===== src/rtl/ro_ctrl_pkg.sv =====
// Shared types and widths for the ring-oscillator sweep controller.
// Holds the FSM state encoding and the select/tap helpers.
package ro_ctrl_pkg;

   localparam int CODE_W   = 5;
   localparam int TAP_W    = 3;
   localparam int NUM_TAPS = 5;

   typedef enum logic [1:0] {
      IDLE,
      SETTLE,
      GATE,
      REPORT
   } state_t;

   // Taps 5..7 are unused and read as a constant low, so they never count.
   function automatic logic tap_mux(input logic [NUM_TAPS-1:0] x,
                                    input logic [TAP_W-1:0]    tap);
      case (tap)
         3'd0:    tap_mux = x[0];
         3'd1:    tap_mux = x[1];
         3'd2:    tap_mux = x[2];
         3'd3:    tap_mux = x[3];
         3'd4:    tap_mux = x[4];
         default: tap_mux = 1'b0;
      endcase
   endfunction

endpackage


===== src/rtl/ro_edge_sync.sv =====
// Two-flop synchronizer followed by a rising-edge detector.
// rise is a one-clock pulse, two clocks after din goes high.
module ro_edge_sync (
   input  logic clk,
   input  logic rst,
   input  logic din,
   output logic rise
);

   logic [1:0] sync_q;
   logic       last_q;

   // NOTE: sequential state uses non-blocking assignments so every flop samples pre-edge values.
   always_ff @(posedge clk or posedge rst) begin
      if (rst) begin
         sync_q <= '0;
         last_q <= 1'b0;
      end else begin
         sync_q <= {sync_q[0], din};
         last_q <= sync_q[1];
      end
   end

   assign rise = sync_q[1] & ~last_q;

endmodule


===== src/rtl/ro_sweep_ctrl.sv =====
// Ring-oscillator measurement controller: select, settle, gate-count, report.
// Define RO_SWEEP_AUTO_EN to sweep the select code up to 31 after each accepted result.
module ro_sweep_ctrl
   import ro_ctrl_pkg::*;
#(
   parameter int CNT_W      = 16,
   parameter int SETTLE_CYC = 16,
   parameter int GATE_CYC   = 1024
) (
   input  logic                wb_clk_i,
   input  logic                wb_rst_i,
   input  logic                go_i,
   input  logic                abort_i,
   input  logic [CODE_W-1:0]   code_i,
   input  logic [TAP_W-1:0]    tap_i,
   input  logic [NUM_TAPS-1:0] ro_x_i,
   output logic [CODE_W-1:0]   s_o,
   output logic                start_o,
   output logic                busy_o,
   output logic                res_valid_o,
   input  logic                res_ready_i,
   output logic [CODE_W-1:0]   res_code_o,
   output logic [CNT_W-1:0]    res_count_o,
   output logic                res_ovf_o
);

   localparam int TMR_MAX = (SETTLE_CYC > GATE_CYC) ? SETTLE_CYC : GATE_CYC;
   localparam int TMR_W   = $clog2(TMR_MAX + 1);
   localparam logic [CNT_W-1:0] CNT_MAX = '1;

   state_t              state;
   logic [TMR_W-1:0]    tmr;
   logic [CODE_W-1:0]   code_q;
   logic [TAP_W-1:0]    tap_q;
   logic [CNT_W-1:0]    cnt, cnt_nx;
   logic                ovf, ovf_nx;
   logic                tap_bit;
   logic                rise;

   assign tap_bit = tap_mux(ro_x_i, tap_q);

   ro_edge_sync u_edge_sync (
      .clk  (wb_clk_i),
      .rst  (wb_rst_i),
      .din  (tap_bit),
      .rise (rise)
   );

   // NOTE: defaults first in always_comb so no path leaves a variable unassigned (no latch).
   always_comb begin
      cnt_nx = cnt;
      ovf_nx = ovf;
      if (rise) begin
         if (cnt == CNT_MAX) ovf_nx = 1'b1;
         else                cnt_nx = cnt + CNT_W'(1);
      end
   end

   always_ff @(posedge wb_clk_i or posedge wb_rst_i) begin
      if (wb_rst_i) begin
         state       <= IDLE;
         tmr         <= '0;
         code_q      <= '0;
         tap_q       <= '0;
         cnt         <= '0;
         ovf         <= 1'b0;
         s_o         <= '0;
         start_o     <= 1'b0;
         busy_o      <= 1'b0;
         res_valid_o <= 1'b0;
         res_code_o  <= '0;
         res_count_o <= '0;
         res_ovf_o   <= 1'b0;
      end else if (abort_i) begin
         state       <= IDLE;
         s_o         <= '0;
         start_o     <= 1'b0;
         busy_o      <= 1'b0;
         res_valid_o <= 1'b0;
      end else begin
         case (state)
            IDLE: begin
               if (go_i) begin
                  code_q  <= code_i;
                  tap_q   <= tap_i;
                  s_o     <= code_i;
                  start_o <= 1'b1;
                  busy_o  <= 1'b1;
                  tmr     <= TMR_W'(SETTLE_CYC - 1);
                  state   <= SETTLE;
               end
            end
            SETTLE: begin
               if (tmr == '0) begin
                  tmr   <= TMR_W'(GATE_CYC - 1);
                  cnt   <= '0;
                  ovf   <= 1'b0;
                  state <= GATE;
               end else begin
                  tmr <= tmr - TMR_W'(1);
               end
            end
            GATE: begin
               cnt <= cnt_nx;
               ovf <= ovf_nx;
               if (tmr == '0) begin
                  // An edge landing in the final gate clock still counts.
                  start_o     <= 1'b0;
                  res_valid_o <= 1'b1;
                  res_code_o  <= code_q;
                  res_count_o <= cnt_nx;
                  res_ovf_o   <= ovf_nx;
                  state       <= REPORT;
               end else begin
                  tmr <= tmr - TMR_W'(1);
               end
            end
            REPORT: begin
               if (res_ready_i) begin
                  res_valid_o <= 1'b0;
`ifdef RO_SWEEP_AUTO_EN
                  if (code_q != '1) begin
                     // REPORT already held start_o low for a clock between points.
                     code_q  <= code_q + CODE_W'(1);
                     s_o     <= code_q + CODE_W'(1);
                     start_o <= 1'b1;
                     tmr     <= TMR_W'(SETTLE_CYC - 1);
                     state   <= SETTLE;
                  end else begin
                     s_o    <= '0;
                     busy_o <= 1'b0;
                     state  <= IDLE;
                  end
`else
                  s_o    <= '0;
                  busy_o <= 1'b0;
                  state  <= IDLE;
`endif
               end
            end
            default: state <= IDLE;
         endcase
      end
   end

endmodule

===== config.mk =====
export PLATFORM = sky130hd
export DESIGN_NAME = ro_sweep_ctrl
export DESIGN_NICKNAME = d
export VERILOG_FILES = /design/src/rtl/ro_ctrl_pkg.sv /design/src/rtl/ro_edge_sync.sv /design/src/rtl/ro_sweep_ctrl.sv
export SDC_FILE = /design/constraint.sdc
export NUM_CORES = 1
export LEC_CHECK = 0
export CAP_MARGIN = 0
export CORE_UTILIZATION = 35
export DETAILED_ROUTE_END_ITERATION = 8
export PLACE_DENSITY = 0.58
export REMOVE_ABC_BUFFERS = 1
export SLEW_MARGIN = 5
export SYNTH_ARGS = -nofsm -noshare
export SYNTH_HDL_FRONTEND = slang
export SYNTH_SLANG_ARGS = --single-unit

===== constraint.sdc =====
create_clock -name wb_clk_i -period 2.5 [get_ports wb_clk_i]
set_input_delay 0.375 -clock wb_clk_i [delete_from_list [all_inputs] [get_ports wb_clk_i]]
set_output_delay 0.375 -clock wb_clk_i [all_outputs]
set_load 0.01 [all_outputs]

Word level (Yosys, flattened, before mapping) --
Cells that the tools add are included.
Operators by class: equality and inequality tests 15, muxes and demuxes 32, reduce and logical (&&, ||, !) cells 16, add/sub/neg operators 2, bitwise operators 3
Operator list (number):
- $mux 16 | 3
- $mux 11 | 3
- $pmux 11 s3 | 1
- $pmux 16 s2 | 1
- $reduce_and 3->1 | 6
- $add 16x1->16 const B | 1
- $eq 16x16->1 const B | 1
- $mux 5 | 3
- $ne 3x3->1 const B | 4
- $reduce_bool 3->1 | 4
- $logic_not 11->1 | 1
- $sub 11x1->11 const B | 1
- $mux 2 | 5
- $pmux 5 s2 | 1
- $mux 1 | 9
- $pmux 1 s2 | 4
- $pmux 2 s4 | 1
- $reduce_and 4->1 | 2
- $eq 3x2->1 const B | 2
- $ne 2x2->1 const B | 3
- $pmux 1 s5 | 1
- $eq 2x2->1 const B | 2
- $eq 3x1->1 const B | 1
- $eq 3x3->1 const B | 1
- 6 further kinds | 7
Storage, ports and cells: output and inout port bits 30, bits of input ports 18, flip-flop bits (word level) 71

Longest topological paths before layout --
Gate-level depths: netlist (run 1).
depth after elaboration 4, mapped depth 9, depth with buffers taken out 7

Modules after synthesis --
Synthesis (run 1) repeated with hierarchy kept, for this count alone.
Second synthesis, totals: cell total of the unflattened synthesis 387, area total of the unflattened synthesis 3771.1 sq um
By module, submodules not included:
- ro_sweep_ctrl | instances 1, seq. area each 1701.6 sq um, cells each 382, area an instance 3678.5 sq um
- ro_edge_sync | instances 1, seq. area each 75.1 sq um, cells each 5, area an instance 92.6 sq um

Least setup slack after synthesis (run 1) --
No wires, ideal clock.
path type reg-to-reg, from register state[0], to register tmr[7], clock period less this slack 1904 ps, path slack 596 ps, arrival 1826 ps, stages on the path, launching flop included 9, data required time 2423 ps, path buffers 1, library setup time 77 ps, cells stage by stage dfrtp_1 inv_1 ha_1 nor2b_1 or3_1 a21oi_1 buf_2 a21oi_1 a21oi_1
On the way: cells in the longest elaborated chain, start to end 3
Ends and longest elaborated chain:
- from (decl) | RTL line ro_sweep_ctrl.sv:31 | state_t state;
- from (signal assigned) | RTL line ro_sweep_ctrl.sv:61 | state <= IDLE;
- from (signal assigned) | RTL line ro_sweep_ctrl.sv:75 | state <= IDLE;
- from (signal assigned) | RTL line ro_sweep_ctrl.sv:90 | state <= SETTLE;
- $eq 2x2->1, or another cell as far along | RTL line ro_sweep_ctrl.sv:81 | case (state)
- $ne 2x2->1 (no line) or $reduce_bool 3->1 (tied branches)
- $reduce_and 4->1 (no line)
- to (signal assigned) | RTL line ro_sweep_ctrl.sv:89 | tmr <= TMR_W'(SETTLE_CYC - 1);
- to (signal assigned) | RTL line ro_sweep_ctrl.sv:95 | tmr <= TMR_W'(GATE_CYC - 1);
- to (signal assigned) | RTL line ro_sweep_ctrl.sv:100 | tmr <= tmr - TMR_W'(1);
- to (decl) | RTL line ro_sweep_ctrl.sv:32 | logic [TMR_W-1:0] tmr;
Parallel ways exist; a longest one is shown, timed or not. A chain may end at the register's enable or synchronous reset.

Worst setup path in the final report (run 1) --
from register cnt[0], to register cnt[10]
On the way: cells in the longest elaborated chain, start to end 4
Ends and longest elaborated chain:
- from (decl) | RTL line ro_sweep_ctrl.sv:35 | logic [CNT_W-1:0] cnt, cnt_nx;
- from (signal assigned) | RTL line ro_sweep_ctrl.sv:104 | cnt <= cnt_nx;
- $add 16x1->16 or $eq 16x16->1 (tied branches) | RTL line ro_sweep_ctrl.sv:55, ro_sweep_ctrl.sv:54
- $mux 16 (*) | RTL line ro_sweep_ctrl.sv:54 | if (cnt == CNT_MAX) ovf_nx = 1'b1;
- $mux 16 (*) | RTL line ro_sweep_ctrl.sv:53 | if (rise) begin
- $pmux 16 s2 (*) | RTL line ro_sweep_ctrl.sv:81
Every way passes the cells marked *; elsewhere a longest branch is shown, timed or not.

==> results.md, run 1 <==
* Final worst path period share at 0.9019
* Count of final hold-check violations at 0
* Latest clock arrival within the worst-skew pair at about 0.34 ns
* Required @ worst endpoint at ~2.8 ns
* Number of flops mapped to enable cells by yosys at 0
* Family with the most delay on the worst path: simple AND/OR/NAND/NOR gates
* Yosys synthesis warning count at 0
* Final net count at slightly below 500
* Vias in the first global route at 3074
* Routed vias/inst at between 5 and 6
* Cells after synthesis at 400
* Via count at between 3000 and 4000
* #FFs+latches synth at 71
* Max Clock Skew at between 0.01 and 0.015 ns
* Power density over the cells at 981.3 nW/um2
* I/O pin count at 48
* Static leakage at ~2.0 nW
* Die area at between 10000 and 15000 um2
* Root buffer cell: sky130_fd_sc_hd__clkbuf_8
* First-pass iteration count of the detailed router at 4
* Most frequent cells after synthesis: sky130_fd_sc_hd__dfrtp_1 (71), sky130_fd_sc_hd__nand2_1 (60), sky130_fd_sc_hd__o21ai_0 (38)
* Vertical die dimension at approximately 110 um
* Slew at the pin with the worst max-slew slack at 0.6271 ns
* Synth cell types at between 50 and 60
* Setup Fix Bufs, Post-CTS at 0
* Number of cells upsized or downsized after cts at 0
* RSZ-0062 raised after global routing: no
* Top-count cell post-synth: sky130_fd_sc_hd__dfrtp_1
* Horiz. Die Dim at 105.0 um
* Antenna diode count at 0
* Initial antenna violation count at 0
* Kind of start point of the critical path: flop
* Area share of the leading cell type in the synthesized netlist at 0.4784
* Final setup vio count at 0
* Number of H-tree levels at 3
* Ordered cell list for the critical path: ha_1, nand3b_1, nor4_1, nand4_1, or3_1, o21ai_0
* Core ar. at 10320 um2
* 1st-iter DRT viols at between 100 and 150
* Reg2Reg Capture Point: cnt[10]$_DFFE_PP0P_
* Placed Area at about 4400 um2
* Hold_buf cts at 0
* Result of the run: complete, no violations
* Synth area leaders: sky130_fd_sc_hd__dfrtp_1 (48%), sky130_fd_sc_hd__nand2_1 (6.1%), sky130_fd_sc_hd__o21ai_0 (5.1%)
* Standard-cell row count at 37
* Average wire length per cell after detail routing at roughly 14 um
* Share of the core filled with cells at 0.4511
* CTS Buffer Depth at 2
* Estimated wirelength of the detail-placed design at between 6 and 7 mm
* Critical Path Sink: cnt[10]$_DFFE_PP0P_
* Total clock buffers created by CTS at 9
* Arrival @ worst endpoint at about 2.5 ns
* Max-cap violations at 0
* Final-layout worst hold slack at about 0.36 ns
* Global-route wire length before repair at between 10 and 15 mm
* Port Buf Inserts at 47
* Initial Utilization at 0.3597
* Startpoint of the most critical register-to-register path: cnt[0]$_DFFE_PP0P_
* Fraction of layout cells with a size suffix above 1 at 0.1043
* Aggregate routed wire length at between 8 and 9 mm
* Worst-case register-to-register setup slack at around 0.25 ns
* Weighted congestion reported at the end of routability-driven placement at between 0.8 and 0.9
* Fill cell instance count of the final layout at roughly 1000
* Syn-to-layout area delta at 25.40%
* Min-delay worst type: input pin to async pin
* Remaining antenna violation count at 0
* Most used DFF post-synth: sky130_fd_sc_hd__dfrtp_1
* Part of the Yosys area used for sequential elements at 0.4784
* Number of remaining DRC errors at 0
* Instance count on the critical path at 6
* Area of all placed cells without fillers at approximately 4700 um2
* Clock Sinks at just over 70
* Post-synth ARST share at 1.000
* Cell type of the slowest stage on the worst timing path: sky130_fd_sc_hd__nor4_1
* Post-synth design cell area at between 3000 and 4000 um2
* Top cell type by total area after synthesis: sky130_fd_sc_hd__dfrtp_1
* Pin count of the biggest net entering global routing at 23
* Average cell area after synthesis at between 9 and 10 um2
* Summed negative setup slack over all endpoints at 0 ns
* Worst slew margin relative to its limit at 0.5781
* Total routing resource utilization after global routing at 0.1634
* Largest fanout of any net on the critical path at 6
* R2r worst-path depth at 6
* Largest vdd supply drop at between 0.5 and 0.6 mV
* CP Launch Point: cnt[0]$_DFFE_PP0P_
* Achievable Freq at around 0.44 GHz
* Post-layout min period at between 2 and 2.5 ns
* CTS tree: done
* Remaining Overflow, GRT at 0
* Startpoint-to-endpoint class of the critical path: flop to flop
* Count of buffering cells on the critical path with inverters included at 0
* Post-CTS clock slew at the launch and capture registers of the worst setup and hold paths at roughly 0.080 ns
* Largest stage delay, worst path at ~0.59 ns
* Max-slew violation count at 0
* Worst Setup End Kind: flop
[area by class of cell]
cell class / instances / area [um2] / area share
flip-flops and latches: 71 / 1777 / 0.3815
clock inverters: 7 / 142.6 / 0.03063
inverters: 20 / 75.07 / 0.01612
clock buffers: 9 / 123.9 / 0.02660
repair buffers: 61 / 600.6 / 0.1290
multi-input cells: 292 / 1768 / 0.3796
well taps: 136 / 170.2 / 0.03654
[sequential cells by signal, summed over array words and instances (netlist names), 2 cells and up]
| signal | flops |
|---|---|
| cnt | 16 |
| res_count_o | 16 |
| tmr | 11 |
| code_q | 5 |
| res_code_o | 5 |
| s_o | 5 |
| tap_q | 3 |
| state | 2 |
| u_edge_sync.sync_q | 2 |
[kinds of logic (layout without fill, tap and decap cells)]
kind of cell	count (synthesis)	in the layout	share of synthesized area
multiplexers	13	13	0.04144
AND/OR/NAND/NOR	147	147	0.1998
AO/OA/AOI/OAI	113	113	0.1819
buffers and inverters	37	97	0.04548
adder cells (fa/ha/maj)	8	8	0.02696
flip-flops	71	71	0.4784
XOR/XNOR	11	11	0.02594
[report_power, final]
part           switching [W]  internal (W)  total, W
Sequential          0.000306       0.00148   0.00178
Clock               0.000460      0.000769   0.00123
Combinational       0.000789      0.000768   0.00156
[worst min path at each step]
stage                                    startpoint                              end  slack (ns)  cells after the start
finish                                     wb_rst_i            code_q[1]$_DFFE_PP0P_        0.36                      2
global route        u_edge_sync.sync_q[0]$_DFF_PP0_  u_edge_sync.sync_q[1]$_DFF_PP0_        0.39                      0
CTS                                        wb_rst_i               s_o[1]$_DFFE_PP0P_        0.36                      2
detailed placement  u_edge_sync.sync_q[0]$_DFF_PP0_  u_edge_sync.sync_q[1]$_DFF_PP0_        0.34                      0
global placement    u_edge_sync.sync_q[0]$_DFF_PP0_  u_edge_sync.sync_q[1]$_DFF_PP0_        0.34                      0
floorplan           u_edge_sync.sync_q[0]$_DFF_PP0_  u_edge_sync.sync_q[1]$_DFF_PP0_        0.33                      0
[per-layer routing]
metal	share of wire	track usage	routed length, um	up-vias
li1	-	-	-	1533
met3	0.044	0.03618	366	6
met1	0.47	0.2168	3971	1472
met5	0	0	0	-
met4	0.0073	0.03924	61	0
met2	0.48	0.2711	3994	75
[metrics by stage]
step	instances	setup slack, ns	total power, W
after global routing	596	0.02124	0.004895
after detailed placement	580	0.2505	0.003370
after CTS	596	0.2313	0.004610
after global placement	580	0.2960	0.003334
after floorplan	383	0.1741	0.002749
final	596	0.2452	0.004570
[placed cells by master (no fill, tap or decap), types with 6 or more instances in the layout]
cell / n
sky130_fd_sc_hd__a21o_1: 7
sky130_fd_sc_hd__a21oi_1: 31
sky130_fd_sc_hd__a31oi_1: 12
sky130_fd_sc_hd__and3_1: 6
sky130_fd_sc_hd__buf_4: 12
sky130_fd_sc_hd__clkbuf_8: 9
sky130_fd_sc_hd__clkdlybuf4s50_1: 47
sky130_fd_sc_hd__dfrtp_1: 71
sky130_fd_sc_hd__ha_1: 8
sky130_fd_sc_hd__inv_1: 19
sky130_fd_sc_hd__mux2_2: 9
sky130_fd_sc_hd__nand2_1: 60
sky130_fd_sc_hd__nand3_1: 11
sky130_fd_sc_hd__nand4_1: 7
sky130_fd_sc_hd__nor2_1: 24
sky130_fd_sc_hd__nor3_1: 7
sky130_fd_sc_hd__o21ai_0: 38
sky130_fd_sc_hd__or3_1: 8
sky130_fd_sc_hd__xnor2_1: 11
Power figures use the tool's default switching activity.
==> run 2, diff against run 1 <==
--- a/config.mk
+++ b/config.mk
@@ -6,6 +6,7 @@
 export NUM_CORES = 1
 export LEC_CHECK = 0
 export CAP_MARGIN = 0
+export CORE_ASPECT_RATIO = 1.4
 export CORE_UTILIZATION = 35
 export DETAILED_ROUTE_END_ITERATION = 8
 export PLACE_DENSITY = 0.58
==> results.md, run 2 (synthesis gave the netlist of run 1 again) <==
* Result of the run: complete, no violations
* Die area at 11030 um2
* Vertical die dimension at approximately 120 um
* Antenna diode count at 0
* Initial Utilization at 0.3588
* Achievable Freq at 0.4417 GHz
* Largest vdd supply drop at between 0.4 and 0.5 mV
* Worst-case register-to-register setup slack at approximately 0.24 ns
* Critical Path Sink: res_count_o[5]$_DFFE_PP0P_
* Estimated wirelength of the detail-placed design at 6.177 mm
* Max-slew violation count at 0
* Slew at the pin with the worst max-slew slack at 0.6333 ns
* Summed negative setup slack over all endpoints at 0 ns
* Placed Area at 4400 um2
* CTS Buffer Depth at 2
* Most common library cell in the layout ignoring fill and taps: sky130_fd_sc_hd__dfrtp_1
* Port Buf Inserts at 47
* Min-delay worst type: flop to flop
* CTS tree: done
* Hold_buf cts at 0
* Vias in the first global route at 2940
* Post-layout min period at ~2.3 ns
* Max Clock Skew at roughly 0.0065 ns
* Final-layout worst hold slack at 0.3501 ns
* Initial antenna violation count at 0
* Leading registers by flop count: cnt: 16 flops, res_count_o: 16 flops, tmr: 11 flops
* 1st-iter DRT viols at around 160
* Ordered cell list for the critical path: inv_1, ha_1, nor4b_4, nand3_2, or2_1, buf_4, nand2_1, o21ai_0
* Worst Setup End Kind: flop
* Fraction of layout cells with a size suffix above 1 at 0.1063
* Aggregate routed wire length at about 8.4 mm
* Worst slew margin relative to its limit at 0.5778
* Largest stage delay, worst path at 0.51 ns
* Highest-count cells in the layout ignoring fill and taps: sky130_fd_sc_hd__dfrtp_1 (71), sky130_fd_sc_hd__nand2_1 (60), sky130_fd_sc_hd__clkdlybuf4s50_1 (47)
* Number of stages on the worst hold path at 0
* Latest clock arrival within the worst-skew pair at 0.33 ns
* Reg2Reg Capture Point: res_count_o[5]$_DFFE_PP0P_
* Arrival @ worst endpoint at around 2.5 ns
* Final net count at ~480
* Total clock buffers created by CTS at 9
* Power density over the cells at between 900 and 1000 nW/um2
* Startpoint-to-endpoint class of the critical path: flop to flop
* Static leakage at slightly above 2 nW
* Routed vias/inst at roughly 5.2
* Post-CTS clock slew at the launch and capture registers of the worst setup and hold paths at 0.06 ns
* Average wire length per cell after detail routing at 14.04 um
* Standard-cell row count at 44
* Number of remaining DRC errors at 0
* Final setup vio count at 0
* Area of all placed cells without fillers at 4708 um2
* Total routing resource utilization after global routing at 0.1687
* CP Launch Point: tmr[0]$_DFFE_PP0P_
* Count of final hold-check violations at 0
* First-pass iteration count of the detailed router at 4
* Number of cells upsized or downsized after cts at 0
* Kind of start point of the critical path: flop
* Via count at 3091
* Weighted congestion reported at the end of routability-driven placement at a little under 0.9
* Number of H-tree levels at 3
* Core ar. at ~10000 um2
* Remaining antenna violation count at 0
* Clock Sinks at a little over 70
* Final worst path period share at 0.9056
* RSZ-0062 raised after global routing: no
* R2r worst-path depth at 8
* Max-cap violations at 0
* Remaining Overflow, GRT at 0
* Horiz. Die Dim at between 80 and 90 um
* I/O pin count at 48
* Pin count of the biggest net entering global routing at 31
* Required @ worst endpoint at around 2.7 ns
* Setup Fix Bufs, Post-CTS at 0
* Syn-to-layout area delta at 26.79%
* Startpoint of the most critical register-to-register path: tmr[0]$_DFFE_PP0P_
* Largest fanout of any net on the critical path at 19
* Global-route wire length before repair at 14.13 mm
* Cell type of the slowest stage on the worst timing path: sky130_fd_sc_hd__or2_1
* Root buffer cell: sky130_fd_sc_hd__clkbuf_16
-- run 2: report_power, final --
part	internal, W	switching, W	leakage [nW]	total (W)
sequential	0.00148	0.000296	0.942	0.00178
clock	0.000804	0.000500	0.149	0.00130
combinational	0.000782	0.000806	0.919	0.00159
total	0.00307	0.00160	2.01	0.00467
-- run 2: worst min path at each step --
stage | from | end | slack, ns
floorplan | u_edge_sync.sync_q[0]$_DFF_PP0_ | u_edge_sync.sync_q[1]$_DFF_PP0_ | 0.33
global placement | u_edge_sync.sync_q[0]$_DFF_PP0_ | u_edge_sync.sync_q[1]$_DFF_PP0_ | 0.33
detailed placement | u_edge_sync.sync_q[0]$_DFF_PP0_ | u_edge_sync.sync_q[1]$_DFF_PP0_ | 0.34
CTS | u_edge_sync.sync_q[0]$_DFF_PP0_ | u_edge_sync.sync_q[1]$_DFF_PP0_ | 0.36
global route | u_edge_sync.sync_q[0]$_DFF_PP0_ | u_edge_sync.sync_q[1]$_DFF_PP0_ | 0.36
finish | u_edge_sync.sync_q[0]$_DFF_PP0_ | u_edge_sync.sync_q[1]$_DFF_PP0_ | 0.35
-- run 2: layout make-up --
class | instances | area (um2)
fill | 1030 | 5642
sequential | 71 | 1777
multi-input combinational | 292 | 1768
timing repair buffer | 62 | 608.1
clock buffer | 10 | 239.0
tap | 138 | 172.7
inverter | 20 | 75.07
clock inverter | 6 | 68.82
-- run 2: critical path, delay by kind of cell (launching register included) --
kind	cells	cell delay, ns
adder cells (fa/ha/maj)	1	0.16
AND/OR/NAND/NOR	4	1.11
flip-flops	1	0.40
AO/OA/AOI/OAI	1	0.08
buffers and inverters	2	0.38
-- run 2: metal layers --
| metal | share of wire | GRT usage | vias to the layer above | wire length, um |
|---|---|---|---|---|
| li1 | - | - | 1541 | - |
| met1 | 0.44 | 0.2052 | 1481 | 3659 |
| met2 | 0.51 | 0.2913 | 56 | 4271 |
| met3 | 0.036 | 0.02518 | 13 | 300 |
| met4 | 0.021 | 0.07837 | 0 | 176 |
| met5 | 0 | 0 | - | 0 |
-- run 2: through the flow --
| stage | std cells | power, W | utilization | worst slack, ns |
|---|---|---|---|---|
| 6_report | 599 | 0.004669 | 0.4549 | 0.2359 |
| 5_1_grt | 599 | 0.004989 | 0.4549 | 0.02047 |
| 4_1_cts | 599 | 0.004721 | 0.4549 | 0.2111 |
| 3_5_place_dp | 583 | 0.003387 | 0.4252 | 0.1976 |
| 3_3_place_gp | 583 | 0.003344 | 0.4252 | 0.2725 |
| 2_1_floorplan | 383 | 0.002749 | - | 0.1741 |
==> run 3, diff against run 2 <==
--- a/config.mk
+++ b/config.mk
@@ -11,7 +11,7 @@
 export DETAILED_ROUTE_END_ITERATION = 8
 export PLACE_DENSITY = 0.58
 export REMOVE_ABC_BUFFERS = 1
-export SLEW_MARGIN = 5
+export SLEW_MARGIN = 20
 export SYNTH_ARGS = -nofsm -noshare
 export SYNTH_HDL_FRONTEND = slang
 export SYNTH_SLANG_ARGS = --single-unit
==> results of run 3 <==
The final DEF is identical to that of run 2; final timing and power are the same.
